File: config.mk
export PLATFORM = sky130hd
export DESIGN_NAME = sys_bus_interconnect
export DESIGN_NICKNAME = d
export VERILOG_FILES = /design/src/rtl/sys_bus_pkg.sv /design/src/rtl/sys_bus_addr_decode.sv /design/src/rtl/sys_bus_interconnect.sv
export SDC_FILE = /design/constraint.sdc
export NUM_CORES = 1
export LEC_CHECK = 0
export BUFFER_PORTS_ARGS = -buffer_cell sky130_fd_sc_hd__buf_2
export CAP_MARGIN = 20
export CORE_AREA = 2 2 120 122
export CTS_BUF_LIST = sky130_fd_sc_hd__clkbuf_8
export DETAILED_ROUTE_END_ITERATION = 16
export DIE_AREA = 0 0 122 124
export SLEW_MARGIN = 25
export SYNTH_ARGS = -nofsm -noshare
export SYNTH_HDL_FRONTEND = slang
export SYNTH_SLANG_ARGS = --single-unit
File: constraint.sdc
create_clock -name clk -period 2.7 [get_ports clk]
set_clock_uncertainty 0.05 [all_clocks]
set_input_delay 0.135 -clock clk [delete_from_list [all_inputs] [get_ports clk]]
set_output_delay 0.135 -clock clk [all_outputs]
set_load 0.01 [all_outputs]
File: src/rtl/sys_bus_pkg.sv
// Shared types and constants for the single-master system-bus interconnect.
package sys_bus_pkg;

  localparam int ADDR_W = 32;
  localparam int DATA_W = 32;
  localparam int MASK_W = 4;

  localparam logic [DATA_W-1:0] ERR_DATA_DFLT = 32'hDEAD_BEEF;

  typedef enum logic [1:0] {
    IDLE  = 2'd0,
    ISSUE = 2'd1,
    WAIT  = 2'd2,
    ERR   = 2'd3
  } state_t;

  typedef struct packed {
    logic              rdwr;
    logic [ADDR_W-1:0] addr;
    logic [DATA_W-1:0] wr_data;
    logic [MASK_W-1:0] mask;
  } req_t;

endpackage

File: src/rtl/sys_bus_addr_decode.sv
// Combinational tag match: priority-encodes to a one-hot select (lowest index wins).
// Zero latency; no handshake, unmapped_o flags an address with no matching tag.
module sys_bus_addr_decode
  import sys_bus_pkg::*;
#(
  parameter int                        N_SLAVES   = 4,
  parameter int                        TW         = 4,
  parameter logic [N_SLAVES*TW-1:0]    SLAVE_TAGS = 16'h9820
) (
  input  logic [TW-1:0]       tag_i,
  output logic [N_SLAVES-1:0] sel_o,
  output logic                unmapped_o
);

  logic hit;

  always_comb begin
    sel_o = '0;
    hit   = 1'b0;
    for (int i = 0; i < N_SLAVES; i++) begin
      if (!hit && (tag_i == SLAVE_TAGS[i*TW +: TW])) begin
        sel_o[i] = 1'b1;
        hit      = 1'b1;
      end
    end
    unmapped_o = !hit;
  end

endmodule

File: src/rtl/sys_bus_interconnect.sv
// Single-master/N-slave bus: one outstanding request, completes 1+k cycles after acceptance (ack k after ISSUE).
// Master stalls while m_busy; unmapped/timeout return ERR_DATA with m_err. Optional error log: SYS_BUS_ERR_LOG_EN.
module sys_bus_interconnect
  import sys_bus_pkg::*;
#(
  parameter int                                      N_SLAVES    = 4,
  parameter int                                      TAG_HI      = 31,
  parameter int                                      TAG_LO      = 28,
  parameter logic [N_SLAVES*(TAG_HI-TAG_LO+1)-1:0]   SLAVE_TAGS  = 16'h9820,
  parameter int                                      TIMEOUT_CYC = 64,
  parameter logic [DATA_W-1:0]                       ERR_DATA    = ERR_DATA_DFLT
) (
  input  logic                       clk,
  input  logic                       rst,
  input  logic                       m_en,
  input  logic                       m_rdwr,
  input  logic [ADDR_W-1:0]          m_addr,
  input  logic [DATA_W-1:0]          m_wr_data,
  input  logic [MASK_W-1:0]          m_mask,
  output logic [DATA_W-1:0]          m_rd_data,
  output logic                       m_ready,
  output logic                       m_err,
  output logic                       m_busy,
  output logic [N_SLAVES-1:0]        s_en,
  output logic                       s_rdwr,
  output logic [ADDR_W-1:0]          s_addr,
  output logic [DATA_W-1:0]          s_wr_data,
  output logic [MASK_W-1:0]          s_mask,
  input  logic [DATA_W*N_SLAVES-1:0] s_rd_data,
  input  logic [N_SLAVES-1:0]        s_ack
`ifdef SYS_BUS_ERR_LOG_EN
  ,
  output logic [ADDR_W-1:0]          err_addr,
  output logic                       err_cause,
  output logic                       err_valid,
  input  logic                       err_clr
`endif
);

  localparam int TW    = TAG_HI - TAG_LO + 1;
  localparam int CNT_W = $clog2(TIMEOUT_CYC);
  localparam logic [CNT_W-1:0] CNT_LAST = CNT_W'(TIMEOUT_CYC - 1);

  state_t              state_q;
  req_t                req_q, req_d;
  logic [N_SLAVES-1:0] sel_q, s_en_q;
  logic [CNT_W-1:0]    cnt_q;

  logic [N_SLAVES-1:0] dec_sel;
  logic                dec_unmapped;
  logic                ack_hit, tmo_hit, err_done;
  logic [DATA_W-1:0]   rd_mux;

  sys_bus_addr_decode #(
    .N_SLAVES   (N_SLAVES),
    .TW         (TW),
    .SLAVE_TAGS (SLAVE_TAGS)
  ) u_decode (
    .tag_i      (m_addr[TAG_HI:TAG_LO]),
    .sel_o      (dec_sel),
    .unmapped_o (dec_unmapped)
  );

  // Word-align the address at capture so the broadcast copy needs no extra logic.
  always_comb begin
    req_d.rdwr    = m_rdwr;
    req_d.addr    = {m_addr[ADDR_W-1:2], 2'b00};
    req_d.wr_data = m_wr_data;
    req_d.mask    = m_mask;
  end

  // An ack in the final timeout cycle still wins over the error.
  assign ack_hit  = (state_q == WAIT) && (|(s_ack & sel_q));
  assign tmo_hit  = (state_q == WAIT) && !ack_hit && (cnt_q == CNT_LAST);
  assign err_done = (state_q == ERR);

  always_ff @(posedge clk or negedge rst) begin
    if (!rst) begin
      state_q <= IDLE;
      req_q   <= '0;
      sel_q   <= '0;
      s_en_q  <= '0;
      cnt_q   <= '0;
    end else begin
      case (state_q)
        IDLE: begin
          if (m_en) begin
            if (dec_unmapped) begin
              state_q <= ERR;
            end else begin
              req_q   <= req_d;
              sel_q   <= dec_sel;
              s_en_q  <= dec_sel;
              state_q <= ISSUE;
            end
          end
        end
        ISSUE: begin
          s_en_q  <= '0;
          cnt_q   <= '0;
          state_q <= WAIT;
        end
        WAIT: begin
          cnt_q <= cnt_q + 1'b1;
          if (ack_hit || tmo_hit) begin
            state_q <= IDLE;
          end
        end
        ERR: begin
          state_q <= IDLE;
        end
        default: begin
          state_q <= IDLE;
        end
      endcase
    end
  end

  always_comb begin
    rd_mux = '0;
    for (int i = 0; i < N_SLAVES; i++) begin
      if (sel_q[i]) begin
        rd_mux = rd_mux | s_rd_data[i*DATA_W +: DATA_W];
      end
    end
  end

  assign m_ready   = ack_hit | tmo_hit | err_done;
  assign m_err     = tmo_hit | err_done;
  assign m_busy    = (state_q != IDLE);
  assign m_rd_data = ack_hit ? rd_mux : (m_err ? ERR_DATA : '0);

  assign s_en      = s_en_q;
  assign s_rdwr    = req_q.rdwr;
  assign s_addr    = req_q.addr;
  assign s_wr_data = req_q.wr_data;
  assign s_mask    = req_q.mask;

`ifdef SYS_BUS_ERR_LOG_EN
  // Unmapped requests never load req_q, so their raw address is held here.
  logic [ADDR_W-1:0] unm_addr_q;
  logic [ADDR_W-1:0] err_addr_q;
  logic              err_cause_q, err_valid_q;
  logic              err_evt;

  assign err_evt = tmo_hit | err_done;

  always_ff @(posedge clk or negedge rst) begin
    if (!rst) begin
      unm_addr_q <= '0;
    end else if ((state_q == IDLE) && m_en && dec_unmapped) begin
      unm_addr_q <= m_addr;
    end
  end

  always_ff @(posedge clk or negedge rst) begin
    if (!rst) begin
      err_addr_q  <= '0;
      err_cause_q <= 1'b0;
      err_valid_q <= 1'b0;
    end else if (err_evt && (!err_valid_q || err_clr)) begin
      err_addr_q  <= err_done ? unm_addr_q : req_q.addr;
      err_cause_q <= tmo_hit;
      err_valid_q <= 1'b1;
    end else if (err_clr) begin
      err_valid_q <= 1'b0;
    end
  end

  assign err_addr  = err_addr_q;
  assign err_cause = err_cause_q;
  assign err_valid = err_valid_q;
`else
  logic unused_addr_lsbs;
  assign unused_addr_lsbs = ^m_addr[1:0];
`endif

endmodule
==> results.sh <==
export IMPL_seq_area_frac_synth_pct=48.8
export IMPL_path_cells="inv_1, ha_1, nand2_1, or3_2, buf_12, and2_1"
export IMPL_syn_inst=498
export IMPL_rsz0062_at_grt="false"
export IMPL_drt_pass1_iterations=4
export IMPL_gp_congestion=0.817
export IMPL_num_fill_cells=1310
export IMPL_layout_common_cells="buf_2 (306), nand2_1 (211), dfrtp_1 (83)"
export IMPL_finalSetupViolations=0
export IMPL_max_stage_delay_ns=0.74
export IMPL_grt_pass1_vias=4964
export IMPL_post_place_ws_ns=0.304
export IMPL_fmax_ghz=0.417
export IMPL_insertion_delay_ns=0.35
export IMPL_async_flop_share_pct=100
export IMPL_ioPinCount=312
export IMPL_fin_crit_ns=2.40
export IMPL_antenna_found_initial=5
export IMPL_grt_use_total_pct=21.1
export IMPL_synthFlopType="dfrtp_1"
export IMPL_drc=0
export IMPL_grt_max_degree=78
export IMPL_placed_area_mm2=0.00593
export IMPL_required_ns=2.90
export IMPL_stdcell_area_mm2=0.00683
export IMPL_vias=5040
export IMPL_nets=1060
export IMPL_drive_gt1_share_pct=39.6
export IMPL_critical_path_arrival_ns=2.60
export IMPL_cp_num_buf_inv=2
export IMPL_grt_overflow_total=0
export IMPL_cts_root_buf="clkbuf_8"
export IMPL_fp_dieW_um=122
export IMPL_viasPerCell=4.85
export IMPL_core_area_mm2=0.0137
export IMPL_detail_route_antenna_nets=0
export IMPL_cp_max_fo=55
export IMPL_synth_edf_count=0
export IMPL_synth_area_top_cells="dfrtp_1 (49%), nand2_1 (19%), a22oi_1 (12%)"
export IMPL_grt_pass1_wl_um=25100
export IMPL_clock_sinks=83
export IMPL_dp_hpwl_um=11500
export IMPL_p_leak_nw=3.91
export IMPL_power_density_mw_per_mm2=373
export IMPL_ir_drop_mv=0.266
export IMPL_htreeDepth=3
export IMPL_fin_ws_ns=0.301
export IMPL_hold_ws_ns=0.0483
export IMPL_final_common_cell="buf_2"
export IMPL_synth_largest_area_cell="dfrtp_1"
export IMPL_fin_tns_setup_ns=0
export IMPL_critPathCaptureType="register"
export IMPL_worstMarginPinSlew_ns=0.505
export IMPL_wl_per_cell_um=15.8
export IMPL_ys_types=33
export IMPL_cts_buffers=9
export IMPL_floorplan_rows=43
export IMPL_slowest_stage="or3_2"
export IMPL_status="completed"
export IMPL_critical_path_top_delay_family="simple AND/OR/NAND/NOR gates"
export IMPL_multi_input_area_mm2=0.00195
export IMPL_final_hold_violation_count=0
export IMPL_hold_class="input port to register"
export IMPL_synthToLayoutAreaGrowth_pct=60.4
export IMPL_cap_violations=0
export IMPL_cp_start_kind="register"
export IMPL_slew_headroom_pct=66.3
export IMPL_portBuffers=307
export IMPL_die_area_mm2=0.0151
export IMPL_wirelength_um=16500
export IMPL_synth_top_area_share_pct=48.8
export IMPL_post_cts_buffers=0
export IMPL_clk_pin_slew_worst_paths_ns=0.09
export IMPL_cts_buffer_depth=2
export IMPL_seq_area_mm2=0.00208
export IMPL_dieHeight_um=124
export IMPL_drtIter0Drc=266
export IMPL_fin_crit_sh_pct=88.9
export IMPL_cts_tree="done"
export IMPL_critPathKind="register to register"
export IMPL_syn_area_per_cell_um2=8.55
export IMPL_initial_core_util_pct=31.0
export IMPL_synth_area_mm2=0.00426
export IMPL_yosys_warnings=0
export IMPL_drv_slew=0
export IMPL_synth_seq_cells=83
report_power, final:
| part | switching (W) | total, W | internal, W |
|---|---|---|---|
| Sequential | 0 | 0.00124 | 0.00124 |
| Combinational | 0.0000905 | 0.000260 | 0.000170 |
| Clock | 0.000469 | 0.00104 | 0.000575 |
worst min-delay path: cells and delay by family:
kind / cells / cell delay, ns
and+or+nand+nor: 2 / 0.14
buffers and inverters: 1 / 0.14
worst paths after layout:
check | from | endpoint | slack [ns] | cells after the start
worst max-delay path | state_q[0] | s_addr[30] | 0.30 | 6
worst min-delay path | m_addr[28] | sel_q[3] | 0.05 | 3
worst max register to register | state_q[0] | s_addr[30] | 0.30 | 6
worst min register to register | s_wr_data[10] | s_wr_data[10] | 0.42 | 2
max in group asynchronous | rst | s_en[0] | 1.87 | 3
min in group asynchronous | rst | s_wr_data[19] | 0.09 | 2
through the flow:
step / utilization (%) / instances / power [W]
after global routing: 49.8 / 1040 / 0.00265
after floorplan: - / 499 / 0.00128
after global placement: 43.2 / 954 / 0.00145
final: 49.8 / 1040 / 0.00255
after detailed placement: 43.2 / 954 / 0.00145
after CTS: 49.7 / 1035 / 0.00258
timing repair:
| item | 4_1_cts | 5_1_grt |
|---|---|---|
| hold buffers | 65 | 0 |
| endpoints found under the hold margin | 147 | 0 |
| endpoints found under the setup margin | 0 | 0 |
| gates resized for setup | 0 | 0 |
logic make-up (layout without fill, tap and decap cells):
| group | Yosys count | count (layout) | share of synthesized area, % |
|---|---|---|---|
| and+or+nand+nor | 233 | 233 | 21.4 |
| AOI/OAI and AO/OA | 118 | 118 | 20.4 |
| DFF | 83 | 83 | 48.8 |
| buffers and inverters | 50 | 406 | 5.79 |
| muxes | 7 | 7 | 1.79 |
| adders and majority gates | 6 | 6 | 1.76 |
| other | 1 | 7 | 0.0880 |
Yosys cell counts (5+ instances only):
library cell	count
inv_1	7
a32oi_1	24
a21oi_1	11
dfrtp_1	83
a22oi_1	67
clkbuf_1	24
nand2_1	211
ha_1	6
mux2i_1	5
buf_6	5
o21ai_0	7
buf_2	11
nand3_1	8
flip-flops by register name (all words and copies together), names as in the netlist:
signal	cells
s_mask	4
cnt_q	6
sel_q	4
s_en	4
s_rdwr	1
s_addr	30
s_wr_data	32
state_q	2
cell type report:
class | instances | share of cell area [%]
repair buffers | 382 | 33.7
multi-input cells | 366 | 28.5
clock inverters | 5 | 1.23
flip-flops and latches | 83 | 30.4
diodes | 5 | 0.183
inverters | 8 | 0.440
clock buffers | 11 | 2.22
well taps | 180 | 3.30
routing by layer:
| layer | share of wire (%) | vias up | global-route usage (%) |
|---|---|---|---|
| met5 | 0 | - | 0 |
| met2 | 48 | 235 | 34.4 |
| met3 | 9.0 | 32 | 6.64 |
| met4 | 2.5 | 0 | 10.2 |
| met1 | 41 | 2345 | 25.3 |
| li1 | - | 2428 | - |
Power figures use the tool's default switching activity.
